$ cat config.mk
export PLATFORM = sky130hd
export DESIGN_NAME = mult_arbiter_flat
export DESIGN_NICKNAME = d
export VERILOG_FILES = /design/src/rtl/mult_arbiter_pkg.sv /design/src/rtl/mult_arbiter_if.sv /design/src/rtl/mult_arb_slot.sv /design/src/rtl/mult_arbiter.sv /design/src/flat_wrapper.sv
export SDC_FILE = /design/constraint.sdc
export NUM_CORES = 1
export LEC_CHECK = 0
export CELL_PAD_IN_SITES_DETAIL_PLACEMENT = 1
export CELL_PAD_IN_SITES_GLOBAL_PLACEMENT = 1
export CORE_MARGIN = 2
export CORE_UTILIZATION = 30
export DETAILED_ROUTE_END_ITERATION = 6
export PLACE_DENSITY = 0.78
export SYNTH_ARGS = -nofsm -noshare
export SYNTH_HDL_FRONTEND = slang
export SYNTH_SLANG_ARGS = --single-unit
$ cat constraint.sdc
create_clock -name clk_i -period 3.76 [get_ports clk_i]
set_input_delay 0.752 -clock clk_i [delete_from_list [all_inputs] [get_ports clk_i]]
set_output_delay 0.752 -clock clk_i [all_outputs]
set_load 0.01 [all_outputs]
$ cat src/rtl/mult_arbiter_pkg.sv
// rtl/mult_arbiter_pkg.sv - state encoding, client indices and grant helper for mult_arbiter
package mult_arbiter_pkg;

  localparam logic [1:0] IDLE      = 2'd0;
  localparam logic [1:0] ISSUE     = 2'd1;
  localparam logic [1:0] WAIT_BUSY = 2'd2;
  localparam logic [1:0] WAIT_DONE = 2'd3;

  localparam logic CL0 = 1'b0;
  localparam logic CL1 = 1'b1;

  typedef enum logic [1:0] {
    S_IDLE      = IDLE,
    S_ISSUE     = ISSUE,
    S_WAIT_BUSY = WAIT_BUSY,
    S_WAIT_DONE = WAIT_DONE
  } state_t;

  // Round-robin choice: a lone requester always wins, a tie goes to the client not served last.
  function automatic logic rr_pick(input logic pend0, input logic pend1, input logic last_grant);
    logic pick;
    if (pend0 && pend1) begin
      pick = (last_grant == CL0) ? CL1 : CL0;
    end else if (pend1) begin
      pick = CL1;
    end else begin
      pick = CL0;
    end
    return pick;
  endfunction

endpackage

$ cat src/rtl/mult_arbiter_if.sv
// rtl/mult_arbiter_if.sv - client ports and shared mult port bundled for mult_arbiter
interface mult_arbiter_if #(
  parameter int WIDTH = 8
);

  logic [WIDTH-1:0]   a0_bi;
  logic [WIDTH-1:0]   b0_bi;
  logic               start0_i;
  logic               busy0_o;
  logic [2*WIDTH-1:0] y0_bo;

  logic [WIDTH-1:0]   a1_bi;
  logic [WIDTH-1:0]   b1_bi;
  logic               start1_i;
  logic               busy1_o;
  logic [2*WIDTH-1:0] y1_bo;

  logic [WIDTH-1:0]   mul_a_bo;
  logic [WIDTH-1:0]   mul_b_bo;
  logic               mul_start_o;
  logic               mul_busy_i;
  logic [2*WIDTH-1:0] mul_y_bi;

  modport slave (
    input  a0_bi, b0_bi, start0_i,
    output busy0_o, y0_bo,
    input  a1_bi, b1_bi, start1_i,
    output busy1_o, y1_bo,
    output mul_a_bo, mul_b_bo, mul_start_o,
    input  mul_busy_i, mul_y_bi
  );

  modport master (
    output a0_bi, b0_bi, start0_i,
    input  busy0_o, y0_bo,
    output a1_bi, b1_bi, start1_i,
    input  busy1_o, y1_bo,
    input  mul_a_bo, mul_b_bo, mul_start_o,
    output mul_busy_i, mul_y_bi
  );

endinterface

$ cat src/rtl/mult_arb_slot.sv
// rtl/mult_arb_slot.sv - one client request slot: latched operands, pending/busy flag, held result
module mult_arb_slot #(
  parameter int WIDTH = 8
) (
  input  logic               clk_i,
  input  logic               rst_i,
  input  logic [WIDTH-1:0]   a_bi,
  input  logic [WIDTH-1:0]   b_bi,
  input  logic               start_i,
  input  logic               complete_i,
  input  logic [2*WIDTH-1:0] res_bi,
  output logic [WIDTH-1:0]   a_bo,
  output logic [WIDTH-1:0]   b_bo,
  output logic               busy_o,
  output logic [2*WIDTH-1:0] y_bo
);

  logic capture;

  // A start while already pending is dropped so queued operands are never overwritten.
  assign capture = start_i && !busy_o;

  always_ff @(posedge clk_i or posedge rst_i) begin
    if (rst_i) begin
      a_bo   <= '0;
      b_bo   <= '0;
      busy_o <= 1'b0;
      y_bo   <= '0;
    end else begin
      if (capture) begin
        a_bo   <= a_bi;
        b_bo   <= b_bi;
        busy_o <= 1'b1;
      end else if (complete_i) begin
        busy_o <= 1'b0;
      end
      if (complete_i) begin
        y_bo <= res_bi;
      end
    end
  end

endmodule

$ cat src/rtl/mult_arbiter.sv
// rtl/mult_arbiter.sv - shares one start/busy multiplier between two clients with round-robin grants
module mult_arbiter
  import mult_arbiter_pkg::*;
#(
  parameter int WIDTH = 8
) (
  input  logic           clk_i,
  input  logic           rst_i,
  mult_arbiter_if.slave  bus
);

  state_t             state_q, state_d;
  logic               grant_q, grant_d;
  logic               last_grant_q, last_grant_d;
  logic               mul_start_q, mul_start_d;
  logic [WIDTH-1:0]   mul_a_q, mul_a_d;
  logic [WIDTH-1:0]   mul_b_q, mul_b_d;

  logic               pend0, pend1;
  logic               cmp0, cmp1;
  logic [WIDTH-1:0]   op_a0, op_b0, op_a1, op_b1;
  logic [2*WIDTH-1:0] y0, y1;

  mult_arb_slot #(.WIDTH(WIDTH)) u_slot0 (
    .clk_i      (clk_i),
    .rst_i      (rst_i),
    .a_bi       (bus.a0_bi),
    .b_bi       (bus.b0_bi),
    .start_i    (bus.start0_i),
    .complete_i (cmp0),
    .res_bi     (bus.mul_y_bi),
    .a_bo       (op_a0),
    .b_bo       (op_b0),
    .busy_o     (pend0),
    .y_bo       (y0)
  );

  mult_arb_slot #(.WIDTH(WIDTH)) u_slot1 (
    .clk_i      (clk_i),
    .rst_i      (rst_i),
    .a_bi       (bus.a1_bi),
    .b_bi       (bus.b1_bi),
    .start_i    (bus.start1_i),
    .complete_i (cmp1),
    .res_bi     (bus.mul_y_bi),
    .a_bo       (op_a1),
    .b_bo       (op_b1),
    .busy_o     (pend1),
    .y_bo       (y1)
  );

  always_ff @(posedge clk_i or posedge rst_i) begin
    if (rst_i) begin
      state_q      <= S_IDLE;
      grant_q      <= CL0;
      last_grant_q <= CL1;
      mul_start_q  <= 1'b0;
      mul_a_q      <= '0;
      mul_b_q      <= '0;
    end else begin
      state_q      <= state_d;
      grant_q      <= grant_d;
      last_grant_q <= last_grant_d;
      mul_start_q  <= mul_start_d;
      mul_a_q      <= mul_a_d;
      mul_b_q      <= mul_b_d;
    end
  end

  always_comb begin
    state_d      = state_q;
    grant_d      = grant_q;
    last_grant_d = last_grant_q;
    mul_start_d  = 1'b0;
    mul_a_d      = mul_a_q;
    mul_b_d      = mul_b_q;
    cmp0         = 1'b0;
    cmp1         = 1'b0;

    case (state_q)
      S_IDLE: begin
        if (pend0 || pend1) begin
          grant_d     = rr_pick(pend0, pend1, last_grant_q);
          mul_a_d     = (grant_d == CL1) ? op_a1 : op_a0;
          mul_b_d     = (grant_d == CL1) ? op_b1 : op_b0;
          mul_start_d = 1'b1;
          state_d     = S_ISSUE;
        end
      end
      S_ISSUE: begin
        state_d = S_WAIT_BUSY;
      end
      // The mult may raise busy several cycles after sampling start.
      S_WAIT_BUSY: begin
        if (bus.mul_busy_i) begin
          state_d = S_WAIT_DONE;
        end
      end
      S_WAIT_DONE: begin
        if (!bus.mul_busy_i) begin
          cmp0         = (grant_q == CL0);
          cmp1         = (grant_q == CL1);
          last_grant_d = grant_q;
          state_d      = S_IDLE;
        end
      end
      default: begin
        state_d = S_IDLE;
      end
    endcase
  end

  assign bus.mul_a_bo    = mul_a_q;
  assign bus.mul_b_bo    = mul_b_q;
  assign bus.mul_start_o = mul_start_q;
  assign bus.busy0_o     = pend0;
  assign bus.busy1_o     = pend1;
  assign bus.y0_bo       = y0;
  assign bus.y1_bo       = y1;

endmodule

$ cat src/flat_wrapper.sv
// flat-port wrapper written by rule: the top's interface ports become plain ports
module mult_arbiter_flat import mult_arbiter_pkg::*;
#(
  parameter int WIDTH = 8
)
  (clk_i, rst_i, bus_a0_bi, bus_b0_bi, bus_start0_i, bus_busy0_o, bus_y0_bo, bus_a1_bi, bus_b1_bi, bus_start1_i, bus_busy1_o, bus_y1_bo, bus_mul_a_bo, bus_mul_b_bo, bus_mul_start_o, bus_mul_busy_i, bus_mul_y_bi);
  mult_arbiter_if #(.WIDTH(WIDTH)) bus_i ();
  input  logic clk_i;
  input  logic rst_i;
  input wire logic [$bits(bus_i.a0_bi)-1:0] bus_a0_bi;
  input wire logic [$bits(bus_i.b0_bi)-1:0] bus_b0_bi;
  input wire logic [$bits(bus_i.start0_i)-1:0] bus_start0_i;
  output wire logic [$bits(bus_i.busy0_o)-1:0] bus_busy0_o;
  output wire logic [$bits(bus_i.y0_bo)-1:0] bus_y0_bo;
  input wire logic [$bits(bus_i.a1_bi)-1:0] bus_a1_bi;
  input wire logic [$bits(bus_i.b1_bi)-1:0] bus_b1_bi;
  input wire logic [$bits(bus_i.start1_i)-1:0] bus_start1_i;
  output wire logic [$bits(bus_i.busy1_o)-1:0] bus_busy1_o;
  output wire logic [$bits(bus_i.y1_bo)-1:0] bus_y1_bo;
  output wire logic [$bits(bus_i.mul_a_bo)-1:0] bus_mul_a_bo;
  output wire logic [$bits(bus_i.mul_b_bo)-1:0] bus_mul_b_bo;
  output wire logic [$bits(bus_i.mul_start_o)-1:0] bus_mul_start_o;
  input wire logic [$bits(bus_i.mul_busy_i)-1:0] bus_mul_busy_i;
  input wire logic [$bits(bus_i.mul_y_bi)-1:0] bus_mul_y_bi;
  assign bus_i.a0_bi = bus_a0_bi;
  assign bus_i.b0_bi = bus_b0_bi;
  assign bus_i.start0_i = bus_start0_i;
  assign bus_busy0_o = bus_i.busy0_o;
  assign bus_y0_bo = bus_i.y0_bo;
  assign bus_i.a1_bi = bus_a1_bi;
  assign bus_i.b1_bi = bus_b1_bi;
  assign bus_i.start1_i = bus_start1_i;
  assign bus_busy1_o = bus_i.busy1_o;
  assign bus_y1_bo = bus_i.y1_bo;
  assign bus_mul_a_bo = bus_i.mul_a_bo;
  assign bus_mul_b_bo = bus_i.mul_b_bo;
  assign bus_mul_start_o = bus_i.mul_start_o;
  assign bus_i.mul_busy_i = bus_mul_busy_i;
  assign bus_i.mul_y_bi = bus_mul_y_bi;
  mult_arbiter #(.WIDTH(WIDTH)) u_core (.clk_i(clk_i), .rst_i(rst_i), .bus(bus_i));
endmodule
# Yosys cells after proc, flatten, opt, wreduce, memory -nomap -nowiden
# Index checks and enable logic that the tools add are counted.
[word_totals] register_bits=87 inputBits=53 out_inout_bits=51 wordCells=55
[op_classes] n_eq_ne=6 mux=21 bitwise=2 n_reduce_logical=12
[op_table] operator="$mux W8" count=2
[op_table] operator="$mux W1" count=15
[op_table] operator="$pmux W2 S4" count=1
[op_table] operator="$mux W2" count=3
[op_table] operator="$eq A2 B2 Y1 const B" count=2
[op_table] operator="$ne A2 B2 Y1 const B" count=2
[op_table] operator="$reduce_and A2 Y1" count=2
[op_table] operator="$reduce_bool A2 Y1" count=2
[op_table] operator="$logic_and A1 B1 Y1" count=3
[op_table] operator="$reduce_and A3 Y1" count=1
[op_table] operator="$eq A2 B1 Y1 const B" count=1
[op_table] operator="$logic_not A1 Y1" count=2
[op_table] operator="$logic_not A2 Y1" count=1
[op_table] operator="$ne A2 B1 Y1 const B" count=1
[op_table] operator="$not A1 Y1" count=2
[op_table] operator="$logic_or A1 B1 Y1" count=1

# Logic depth before layout (Yosys ltp)
[depth] word_depth=5 ltp_mapped=7 depth_no_buf=5

# Cells and area by module
# A second synthesis with hierarchy kept.
[unflattened] hier_cells=260 hier_area_um2=3593.4
[by_module_without_submodules] module="mult_arb_slot" instances=2 cells_per_inst=73 area_per_inst_um2=1276.2 seq_area_each_um2=825.8
[by_module_without_submodules] module="mult_arbiter" instances=1 cells_per_inst=114 area_per_inst_um2=1041.0 seq_area_each_um2=526.8

# Worst setup path before layout
# No wires, ideal clock.
[synth_timing] path_type="input port to flip-flop" startpoint="input port bus_mul_busy_i" endpoint="register u_core.u_slot0.y_bo[0]" setup_time_ps=125 t_arrival_ps=1606 t_required_ps=3635 path_slack_ps=2029 stages=3 path_buffers=1 cell_sequence="nor3b_4 > buf_6 > mux2_2"
[synth_between] elab_chain_len=2
[synth_rtl] element="start: declaration" line_no="flat_wrapper.sv:23" text="input wire logic [$bits(bus_i.mul_busy_i)-1:0] bus_mul_busy_i;"
[synth_rtl] element="$mux W1" line_no="mult_arbiter.sv:100" text="if (!bus.mul_busy_i) begin"
[synth_rtl] element="$mux W1" line_no="mult_arbiter.sv:80" text="case (state_q)"
[synth_rtl] element="end signal: assignment" line_no="mult_arb_slot.sv:38" text="y_bo <= res_bi;"
[synth_rtl] element="end: declaration" line_no="mult_arb_slot.sv:15" text="output logic [2*WIDTH-1:0] y_bo"
# No other way between the ends.
# A chain may end at the register's enable or synchronous reset.

# Worst setup path in the final report
[layout_timing] startpoint="input port bus_mul_busy_i" endpoint="register u_core.u_slot0.y_bo[1]"
# The elaborated chain is that of the path after synthesis.

==> results.json <==
{
  "setup_tns_ns": 0,
  "status": "completed",
  "wl_um": 8530,
  "worst_setup_path_start_kind": "input port",
  "dp_slack_ns": 1.02,
  "synth_top_cells_by_area": "dfrtp_1 (62%), mux2_2 (21%), nand2_1 (3.7%)",
  "dieArea_um2": 12500,
  "instances_no_fill": 510,
  "p_leak_nw": 2.10,
  "ys_seq_elements": 87,
  "first_iter_violations": 87,
  "cts_setup_buffers": 0,
  "clk_latency_ns": 0.34,
  "gr-total-overflow": 0,
  "synthToLayoutAreaGrowth_pct": 42.1,
  "root_buffer": "clkbuf_16",
  "worst_pin_slew_ns": 0.959,
  "synth-edff-count": 0,
  "grt_max_degree": 50,
  "maxCapViolations": 0,
  "arrival_ns": 2.55,
  "crit_required_ns": 3.98,
  "ys_types": 23,
  "dp_hpwl_um": 6010,
  "dp.cells": 494,
  "core_um2": 11400,
  "drtAntennaViolNets": 0,
  "final_area_um2": 4960,
  "drive_above_1_share": 0.248,
  "postCtsHoldBufs": 0,
  "holdWs_ns": 0.506,
  "cts_buffers": 9,
  "synth_nets": 314,
  "worstSetupEndpointType": "flop",
  "post_cts_resized": 0,
  "htree_levels": 3,
  "p_per_area_nw_per_um2": 883,
  "pin_count": 104,
  "ir_worst_vdd_v": 0.000313,
  "synthFlopType": "dfrtp_1",
  "min_path_type": "reg -> reg",
  "yosysTopAreaCell": "dfrtp_1",
  "clockBufferDepth": 2,
  "die_w_um": 112,
  "die_h_um": 112,
  "layout_setup_ws_ns": 1.43,
  "finalPower_mw": 4.38,
  "final_net_count": 419,
  "hold_viol_final": 0,
  "drc": 0,
  "grt_pass1_wl_um": 14300,
  "track_usage": 0.148,
  "row_count": 39,
  "fin_util": 0.436,
  "vias": 2377,
  "max_freq_mhz": 430,
  "cts_tree": "built",
  "place_area_um2": 4670,
  "drv_slew": 0,
  "cts_sinks": 87,
  "min_period_ns": 2.33,
  "n_antenna_cell": 0,
  "ys_async_sr_fraction": 1.00,
  "synth_area_um2": 3490,
  "antenna_found_initial": 0,
  "finClkSkew_ns": 0.00810,
  "fillCellCount": 1223,
  "portBuffers": 103,
  "grt_pass1_vias": 2739,
  "grt_setup_unrepaired": "no",
  "path_clk_slew_ns": 0.06,
  "avgSynthCellArea_um2": 13.6,
  "crit_type": "in -> reg",
  "maxSlewHeadroom": 0.358,
  "viasPerCell": 4.66,
  "period_share": 0.619,
  "synth_top_area_share": 0.616,
  "ys_seq_area_frac": 0.624,
  "finalWeightedCongestion": 0.694,
  "wire_per_inst_um": 16.7,
  "postSynthCellCount": 257,
  "path_max_fanout": 17,
  "yosysWarnings": 0,
  "initial_core_util": 0.307,
  "finalSetupViolCount": 0,
  "dr.pass1.iters": 3
}
power breakdown:
group	switching [mW]	internal, mW	total (mW)	leakage (nW)
clock network	0.355	0.517	0.872	0.151
registers	0.283	1.42	1.71	1.02
logic	0.774	1.03	1.80	0.926
total	1.41	2.97	4.38	2.10
cells in the final DEF (no fill, tap or decap):
master           instances
ha_1                     4
nand3b_4                 1
dfstp_2                  1
dfrtp_1                 86
inv_1                    5
nand2_1                 34
mux2_2                  65
o21ai_0                  2
nor3b_4                  1
a31oi_1                 16
buf_12                   1
clkbuf_16                9
nor2b_2                  2
nor2b_1                  1
a2bb2oi_1                1
o21a_1                   1
o31ai_1                  1
a21boi_2                 1
clkbuf_8                 4
buf_4                    2
clkdlybuf4s50_1        103
clkinv_2                 4
a221oi_1                 1
a21bo_1                  1
o21bai_1                 1
nor2_1                  18
a21o_1                   1
worst paths after layout:
kind                                   startpoint                endpoint  slack (ns)  depth (start not counted)
setup reg to reg                u_core.state_q[1]  u_core.u_slot0.y_bo[1]        1.78                          3
setup / recovery                   bus_mul_busy_i  u_core.u_slot0.y_bo[1]        1.43                          3
hold / removal             u_core.u_slot0.b_bo[4]  u_core.u_slot0.b_bo[4]        0.51                          1
max in group asynchronous                   rst_i  u_core.u_slot1.a_bo[5]        2.24                          3
hold reg to reg            u_core.u_slot0.b_bo[4]  u_core.u_slot0.b_bo[4]        0.51                          1
min in group asynchronous                   rst_i  u_core.u_slot1.y_bo[0]        0.82                          2
metal layers:
metal  up-vias  track usage  wire length, um
met5         -            0                0
met4         0       0.0658              190
met3        15       0.0539              612
met2        74        0.256             4280
met1      1196        0.164             3450
li1       1092            -                -
synthesized netlist by cell type (all sizes together) (2+ instances only):
library cell   n
inv            6
a31oi         16
nand2         34
nor2          18
nor2b          3
mux2          65
dfrtp         86
ha             4
o21ai          2
buf           12
cell families (layout without fill, tap and decap cells):
logic type | after synthesis | after routing | share of synthesized area
compound gates | 26 | 26 | 0.0513
flops | 87 | 87 | 0.624
mux | 65 | 65 | 0.210
buf+inv | 18 | 128 | 0.0283
simple gates | 57 | 57 | 0.0724
fa+ha+maj | 4 | 4 | 0.0143
critical path, cell delays in order:
cell             delay, ns
clkdlybuf4s50_1       0.55
nor3b_4               0.82
mux2_2                0.42
registers in the layout (all words and copies together), names as in the netlist, 2 cells and up:
register	count
u_core.u_slot0.y_bo	16
u_core.u_slot1.y_bo	16
u_core.bus.mul_a_bo	8
u_core.bus.mul_b_bo	8
u_core.u_slot0.a_bo	8
u_core.u_slot0.b_bo	8
u_core.u_slot1.a_bo	8
u_core.u_slot1.b_bo	8
u_core.state_q	2
cell type report:
cell class / count / area (um2) / share of cell area
clock inverter: 3 / 15.0 / 0.00303
inverter: 6 / 23.8 / 0.00479
multi-input combinational: 152 / 1220 / 0.246
clock buffer: 13 / 280 / 0.0565
timing repair buffer: 106 / 1070 / 0.215
sequential: 87 / 2180 / 0.439
tap: 143 / 179 / 0.0361
(Power assumes the default switching activity.)
